==> config.mk <==
export PLATFORM = sky130hd
export DESIGN_NAME = hamming_minmax_engine
export DESIGN_NICKNAME = d
export VERILOG_FILES = /design/src/rtl/hamming_minmax_engine.sv
export SDC_FILE = /design/constraint.sdc
export NUM_CORES = 2
export LEC_CHECK = 0
export CAP_MARGIN = 20
export CORE_AREA = 2 2 189 284
export CTS_BUF_LIST = sky130_fd_sc_hd__clkbuf_2
export CTS_CLUSTER_SIZE = 28
export DETAILED_ROUTE_END_ITERATION = 8
export DIE_AREA = 0 0 191 286
export DONT_BUFFER_PORTS = 1
export HOLD_SLACK_MARGIN = 0.08
export PLACE_DENSITY = 0.8
export REMOVE_ABC_BUFFERS = 1
export SLEW_MARGIN = 0
export SYNTH_ARGS = -nofsm -noshare
export SYNTH_HDL_FRONTEND = slang
export SYNTH_SLANG_ARGS = --single-unit
==> constraint.sdc <==
create_clock -name clk -period 24.3 [get_ports clk]
set_input_delay 4.86 -clock clk [delete_from_list [all_inputs] [get_ports clk]]
set_output_delay 4.86 -clock clk [all_outputs]
set_load 0.02 [all_outputs]
==> src/rtl/hamming_minmax_engine.sv <==
`default_nettype none
// =============================================================================
// hamming_minmax_engine: minimum and maximum pairwise Hamming distance over
// operands read from byte memory. Define HAM_PAIR_WRITE_EN to store pair indices.
// Revision: 1.0
// =============================================================================
module hamming_minmax_engine #(
  parameter  int WORD_W      = 16,
  parameter  int MEM_W       = 8,
  parameter  int NUM_WORDS   = 32,
  parameter  int ADDR_W      = 8,
  parameter  int BASE_ADDR   = 0,
  parameter  int RESULT_ADDR = 64,
  localparam int BPW         = WORD_W / MEM_W,
  localparam int DIST_W      = $clog2(WORD_W + 1),
  localparam int IDX_W       = $clog2(NUM_WORDS)
) (
  input  logic              clk,
  input  logic              reset,
  input  logic              start,
  output logic              done,
  output logic              busy,
  output logic [ADDR_W-1:0] mem_addr,
  input  logic [MEM_W-1:0]  mem_rd_data,
  output logic              mem_wr_en,
  output logic [MEM_W-1:0]  mem_wr_data,
  output logic [DIST_W-1:0] min_dist,
  output logic [DIST_W-1:0] max_dist,
  output logic [IDX_W-1:0]  min_idx_a,
  output logic [IDX_W-1:0]  min_idx_b,
  output logic [IDX_W-1:0]  max_idx_a,
  output logic [IDX_W-1:0]  max_idx_b
);

  localparam int NBYTES = NUM_WORDS * BPW;
  localparam int CNT_W  = $clog2(NBYTES + 2);
  localparam int BIX_W  = (BPW > 1) ? $clog2(BPW) : 1;
`ifdef HAM_PAIR_WRITE_EN
  localparam int NWR = 6;
`else
  localparam int NWR = 2;
`endif

  if (NUM_WORDS < 2) begin : g_bad_num_words
    $error("hamming_minmax_engine: NUM_WORDS must be >= 2");
  end
  if ((WORD_W % MEM_W) != 0) begin : g_bad_word_w
    $error("hamming_minmax_engine: WORD_W must be a multiple of MEM_W");
  end

  typedef enum logic [2:0] {S_IDLE, S_LOAD, S_CMP, S_WRITE, S_DONE} state_t;

  state_t              state_q;
  logic                start_q;
  logic                done_q, busy_q, wr_en_q;
  logic [ADDR_W-1:0]   addr_q;
  logic [MEM_W-1:0]    wr_data_q;
  logic [DIST_W-1:0]   min_dist_q, max_dist_q;
  logic [IDX_W-1:0]    min_a_q, min_b_q, max_a_q, max_b_q;
  logic [IDX_W-1:0]    j_q, k_q, wix_q;
  logic [BIX_W-1:0]    bix_q;
  logic [CNT_W-1:0]    cnt_q;
  logic [WORD_W-1:0]   ops_q [NUM_WORDS];

  logic [DIST_W-1:0]   w_dist, min_dist_d, max_dist_d;
  logic                w_min_upd, w_max_upd;
  logic [2:0]          w_sel;
  logic [MEM_W-1:0]    w_wr_val;

  function automatic logic [DIST_W-1:0] popcnt(input logic [WORD_W-1:0] v);
    logic [DIST_W-1:0] c;
    c = '0;
    for (int i = 0; i < WORD_W; i++) c = c + DIST_W'(v[i]);
    return c;
  endfunction

  // Strict comparisons: on ties the earlier pair keeps the extreme.
  always_comb begin
    w_dist     = popcnt(ops_q[j_q] ^ ops_q[k_q]);
    w_min_upd  = (w_dist < min_dist_q);
    w_max_upd  = (w_dist > max_dist_q);
    min_dist_d = w_min_upd ? w_dist : min_dist_q;
    max_dist_d = w_max_upd ? w_dist : max_dist_q;
  end

  always_comb begin
    w_sel    = 3'(cnt_q) + 3'd1;
    w_wr_val = '0;
    case (w_sel)
      3'd1:    w_wr_val = MEM_W'(max_dist_q);
      3'd2:    w_wr_val = MEM_W'(min_a_q);
      3'd3:    w_wr_val = MEM_W'(min_b_q);
      3'd4:    w_wr_val = MEM_W'(max_a_q);
      3'd5:    w_wr_val = MEM_W'(max_b_q);
      default: w_wr_val = MEM_W'(min_dist_q);
    endcase
  end

  always_ff @(posedge clk or posedge reset) begin
    if (reset) begin
      state_q    <= S_IDLE;
      start_q    <= 1'b0;
      done_q     <= 1'b0;
      busy_q     <= 1'b0;
      wr_en_q    <= 1'b0;
      addr_q     <= '0;
      wr_data_q  <= '0;
      min_dist_q <= DIST_W'(WORD_W);
      max_dist_q <= '0;
      min_a_q    <= '0;
      min_b_q    <= '0;
      max_a_q    <= '0;
      max_b_q    <= '0;
      j_q        <= '0;
      k_q        <= '0;
      wix_q      <= '0;
      bix_q      <= '0;
      cnt_q      <= '0;
      for (int i = 0; i < NUM_WORDS; i++) ops_q[i] <= '0;
    end else begin
      start_q <= start;
      case (state_q)
        S_IDLE: begin
          if (start_q && !start) begin
            state_q    <= S_LOAD;
            busy_q     <= 1'b1;
            min_dist_q <= DIST_W'(WORD_W);
            max_dist_q <= '0;
            min_a_q    <= '0;
            min_b_q    <= IDX_W'(1);
            max_a_q    <= '0;
            max_b_q    <= IDX_W'(1);
            addr_q     <= ADDR_W'(BASE_ADDR);
            cnt_q      <= '0;
            wix_q      <= '0;
            bix_q      <= '0;
          end
        end
        S_LOAD: begin
          cnt_q <= cnt_q + CNT_W'(1);
          if (cnt_q < CNT_W'(NBYTES - 1)) addr_q <= addr_q + ADDR_W'(1);
          // Read data trails the address by one cycle, so cycle 0 captures nothing.
          if (cnt_q != '0) begin
            ops_q[wix_q] <= (ops_q[wix_q] << MEM_W) | WORD_W'(mem_rd_data);
            if (bix_q == BIX_W'(BPW - 1)) begin
              bix_q <= '0;
              wix_q <= wix_q + IDX_W'(1);
            end else begin
              bix_q <= bix_q + BIX_W'(1);
            end
          end
          if (cnt_q == CNT_W'(NBYTES)) begin
            state_q <= S_CMP;
            j_q     <= '0;
            k_q     <= IDX_W'(1);
          end
        end
        S_CMP: begin
          min_dist_q <= min_dist_d;
          max_dist_q <= max_dist_d;
          if (w_min_upd) begin
            min_a_q <= j_q;
            min_b_q <= k_q;
          end
          if (w_max_upd) begin
            max_a_q <= j_q;
            max_b_q <= k_q;
          end
          if (k_q == IDX_W'(NUM_WORDS - 1)) begin
            if (j_q == IDX_W'(NUM_WORDS - 2)) begin
              state_q   <= S_WRITE;
              cnt_q     <= '0;
              wr_en_q   <= 1'b1;
              addr_q    <= ADDR_W'(RESULT_ADDR);
              wr_data_q <= MEM_W'(min_dist_d);
            end else begin
              j_q <= j_q + IDX_W'(1);
              k_q <= j_q + IDX_W'(2);
            end
          end else begin
            k_q <= k_q + IDX_W'(1);
          end
        end
        S_WRITE: begin
          if (cnt_q == CNT_W'(NWR - 1)) begin
            state_q <= S_DONE;
            wr_en_q <= 1'b0;
            busy_q  <= 1'b0;
            done_q  <= 1'b1;
          end else begin
            cnt_q     <= cnt_q + CNT_W'(1);
            addr_q    <= ADDR_W'(RESULT_ADDR) + ADDR_W'(w_sel);
            wr_data_q <= w_wr_val;
          end
        end
        S_DONE: begin
          if (start) begin
            state_q <= S_IDLE;
            done_q  <= 1'b0;
          end
        end
        default: state_q <= S_IDLE;
      endcase
    end
  end

  assign done        = done_q;
  assign busy        = busy_q;
  assign mem_addr    = addr_q;
  assign mem_wr_en   = wr_en_q;
  assign mem_wr_data = wr_data_q;
  assign min_dist    = min_dist_q;
  assign max_dist    = max_dist_q;
  assign min_idx_a   = min_a_q;
  assign min_idx_b   = min_b_q;
  assign max_idx_a   = max_a_q;
  assign max_idx_b   = max_b_q;

endmodule
`default_nettype wire

==> metrics.md <==
| Metric | Value |
|---|---|
| Post-synth EDFFs | `0` |
| Cell Pwr Density | `56.1 nW/µm²` |
| Post-Synth Simple-Gate Area | `4.30%` |
| # setup viols final | `0` |
| DIE HEIGHT | `286 µm` |
| Final period util | `37.6%` |
| Main flop type after synthesis | `dfrtp_1` |
| Pin count of the biggest net entering global routing | `118` |
| Maximum VDD drop | `0.0000587 V` |
| Seq/Total Area, Yosys | `43.5%` |
| Final clock skew | `0.149 ns` |
| Mapped Avg Cell Area | `13.9 µm²` |
| H-tree Lvls | `4` |
| Overall power | `1.98 mW` |
| Routed wire length | `104 mm` |
| Critical path endpoint category | `register` |
| Clk slew on worst S/H paths | `0.10 ns` |
| Worst EP required | `25.33 ns` |
| Vias in the first global route | `25118` |
| Worst-Skew Late Latency | `1.24 ns` |
| Total track usage | `39.0%` |
| Most common cell after layout, fill and taps aside | `dfrtp_1` |
| Initial antenna violation count | `5` |
| DP Area | `33900 µm²` |
| Number of CTS-inserted buffers | `138` |
| Root Buffer | `clkbuf_2` |
| Worst slack, placed | `15.14 ns` |
| GRT busiest layer | `met2` |
| Routability Congestion | `0.948` |
| FF+latch count, synth | `585` |
| RSZ-0062 raised after global routing | `false` |
| Final Net Count | `2436` |
| First-pass GRT wire length | `156 mm` |
| Initial Util | `64.4%` |
| Vias per inst | `7.58` |
| Die area | `54600 µm²` |
| CTS tree | `built` |
| Rel. slew slack | `13.2%` |
| Via count of the routed design | `24081` |
| Met3 Usage GRT | `12.1%` |
| Dpl hpwl | `62.0 mm` |
| GRT met1 Usage | `44.8%` |
| Mapped Cells | `2414` |
| Mux cell area share after synthesis | `38.7%` |
| Worst EP arrival | `10.17 ns` |
| Met2 GRT Util | `59.8%` |
| DR iter-0 viols | `2846` |
| Critical path type | `reg -> reg` |
| I/O pin count | `60` |
| WL per Instance | `32.7 µm` |
| Syn. warnings | `0` |
| Leakage | `13.9 nW` |
| Largest family of logic cells by synthesized area | `multiplexers` |
| Peak fanout along the critical path | `41` |
| Hold bufs inserted after CTS | `0` |
| Final Cell Area | `35300 µm²` |
| Async S/R FF share, synth | `100%` |
| Max clock buf depth | `3` |
| HP Class | `reg -> reg` |
| Synth Area in Compound Gates | `7.19%` |
| Core footprint | `52200 µm²` |
| Max Fclk | `109 MHz` |
| Most frequent cells in the layout | `dfrtp_1 (577), mux2_2 (519), mux4_2 (282), clkbuf_2 (195), a22oi_1 (103)` |
| Unique masters post-synth | `60` |
| PnR worst setup slack | `15.16 ns` |
| Slew Viols, Final | `0` |
| Post-route ant nets | `0` |
| Adder-cell share of the synthesized area | `1.71%` |
| Final Hold Fails | `0` |
| Post-CTS setup buffers | `0` |
| Clk sinks | `585` |
| FILL cells | `3632` |
| Max-cap violations | `0` |
| # rows | `103` |
| Drt drc | `0` |
| Post-CTS sizing | `0` |
| XOR/XNOR share of the synthesized area | `0.755%` |
| Critical Path Source Type | `register` |
| Area grow syn2layout | `4.83%` |
| Pre-Repair DR Iteration Count | `9` |
| Grt ovf | `0` |
| Run status | `completed` |
| Setup tns final | `0 ns` |
| Buffers on Ports | `0` |
| Mapped Area | `33600 µm²` |
| Slew @ Worst Pin | `1.30 ns` |
| Layout cell share with drive strength beyond 1 | `45.6%` |
| Die width | `191 µm` |
| Tmin final | `9.14 ns` |
-- kinds of logic after synthesis --
group                    after synthesis
AO/OA/AOI/OAI                        346
adder cells (fa/ha/maj)               40
AND/OR/NAND/NOR                      271
XOR/XNOR                              29
multiplexers                         882
buffers and inverters                260
flip-flops                           585
other                                  1
-- where the power goes --
group	total, mW	internal, mW	switching, mW	leakage, nW
registers	1.04	1.01	0.0300	7.18
clock network	0.662	0.242	0.420	0.958
logic	0.282	0.129	0.152	5.79
-- final cells by class --
cell class	count	area, µm²	share of cell area, %
multi-input cells	1571	17800	50.6
flip-flops and latches	585	14700	41.6
well taps	682	853	2.42
inverters	34	135	0.383
clock buffers	195	976	2.77
clock inverters	51	298	0.844
diodes	3	7.51	0.0213
repair buffers	55	483	1.37
-- metrics by stage --
step,hold WS (ns),std cells,util [%]
global placement,0.501,2920,64.9
global route,0.559,3175,67.6
CTS,0.535,3168,67.4
floorplan,0.492,2190,-
detailed placement,0.514,2922,65.0
finish,0.534,3176,67.6
-- worst max-delay path, stage by stage, from the launching register on --
cell and delay (ns):
dfrtp_4 0.86, buf_4 0.76, buf_4 0.75, mux4_2 0.59, a22oi_1 0.23, nand3_1 0.11, a221oi_1 0.28, xnor2_1 0.25
fa_1 0.52, fa_1 0.56, fa_1 0.58, inv_1 0.06, fa_1 0.49, inv_1 0.05, ha_1 0.22, fa_1 0.43
xor2_1 0.36, ha_1 0.31, o211ai_1 0.08, o21ai_0 0.12, a21oi_2 0.44, o22ai_1 0.40, buf_4 0.30, a32o_1 0.21
-- flip-flops by register name, indices dropped and copies added, names as in the netlist, 3 cells and up --
signal and flops:
cnt_q 7, j_q 5, k_q 5, max_dist 5
max_idx_a 5, max_idx_b 5, mem_addr 8, mem_wr_data 5
min_dist 5, min_idx_a 5, min_idx_b 5, ops_q 512
state_q 3, wix_q 5
-- routing by layer --
layer | vias up | share of wire (%)
met4 | 2 | 9.8
met1 | 12224 | 32
li1 | 9417 | -
met3 | 616 | 11
met5 | - | 0.013
met2 | 1822 | 47
-- synth_stat cells, drive strengths merged (10+ instances only) --
master  instances  area share, %
dfrtp         584             43
mux2          519             17
mux4          282             19
clkbuf        131            1.5
a22oi         103            2.3
buf            95            2.0
mux2i          81            2.4
nor2           78            1.2
nand2          72           0.89
a21oi          55           0.83
o21ai          49           0.73
nand3          34           0.51
inv            33           0.37
ha             30            1.1
a211oi         25           0.56
xnor2          22           0.57
a22o           21           0.55
a221oi         20           0.52
and3           18           0.33
nand4          18           0.33
o22ai          18           0.33
o221ai         15           0.39
nor3           14           0.22
o31ai          12           0.27
fa             10           0.60
o211ai         10           0.22
-- final timing paths --
check,slack (ns),to,cells after the start,from
max in group asynchronous,16.80,ops_q[104],5,reset
max,15.16,min_dist[1],23,k_q[0]
min,0.53,ops_q[351],1,ops_q[351]
max reg2reg,15.16,min_dist[1],23,k_q[0]
min reg2reg,0.53,ops_q[351],1,ops_q[351]
min in group asynchronous,3.57,ops_q[246],1,reset
Power figures use the tool's default switching activity.
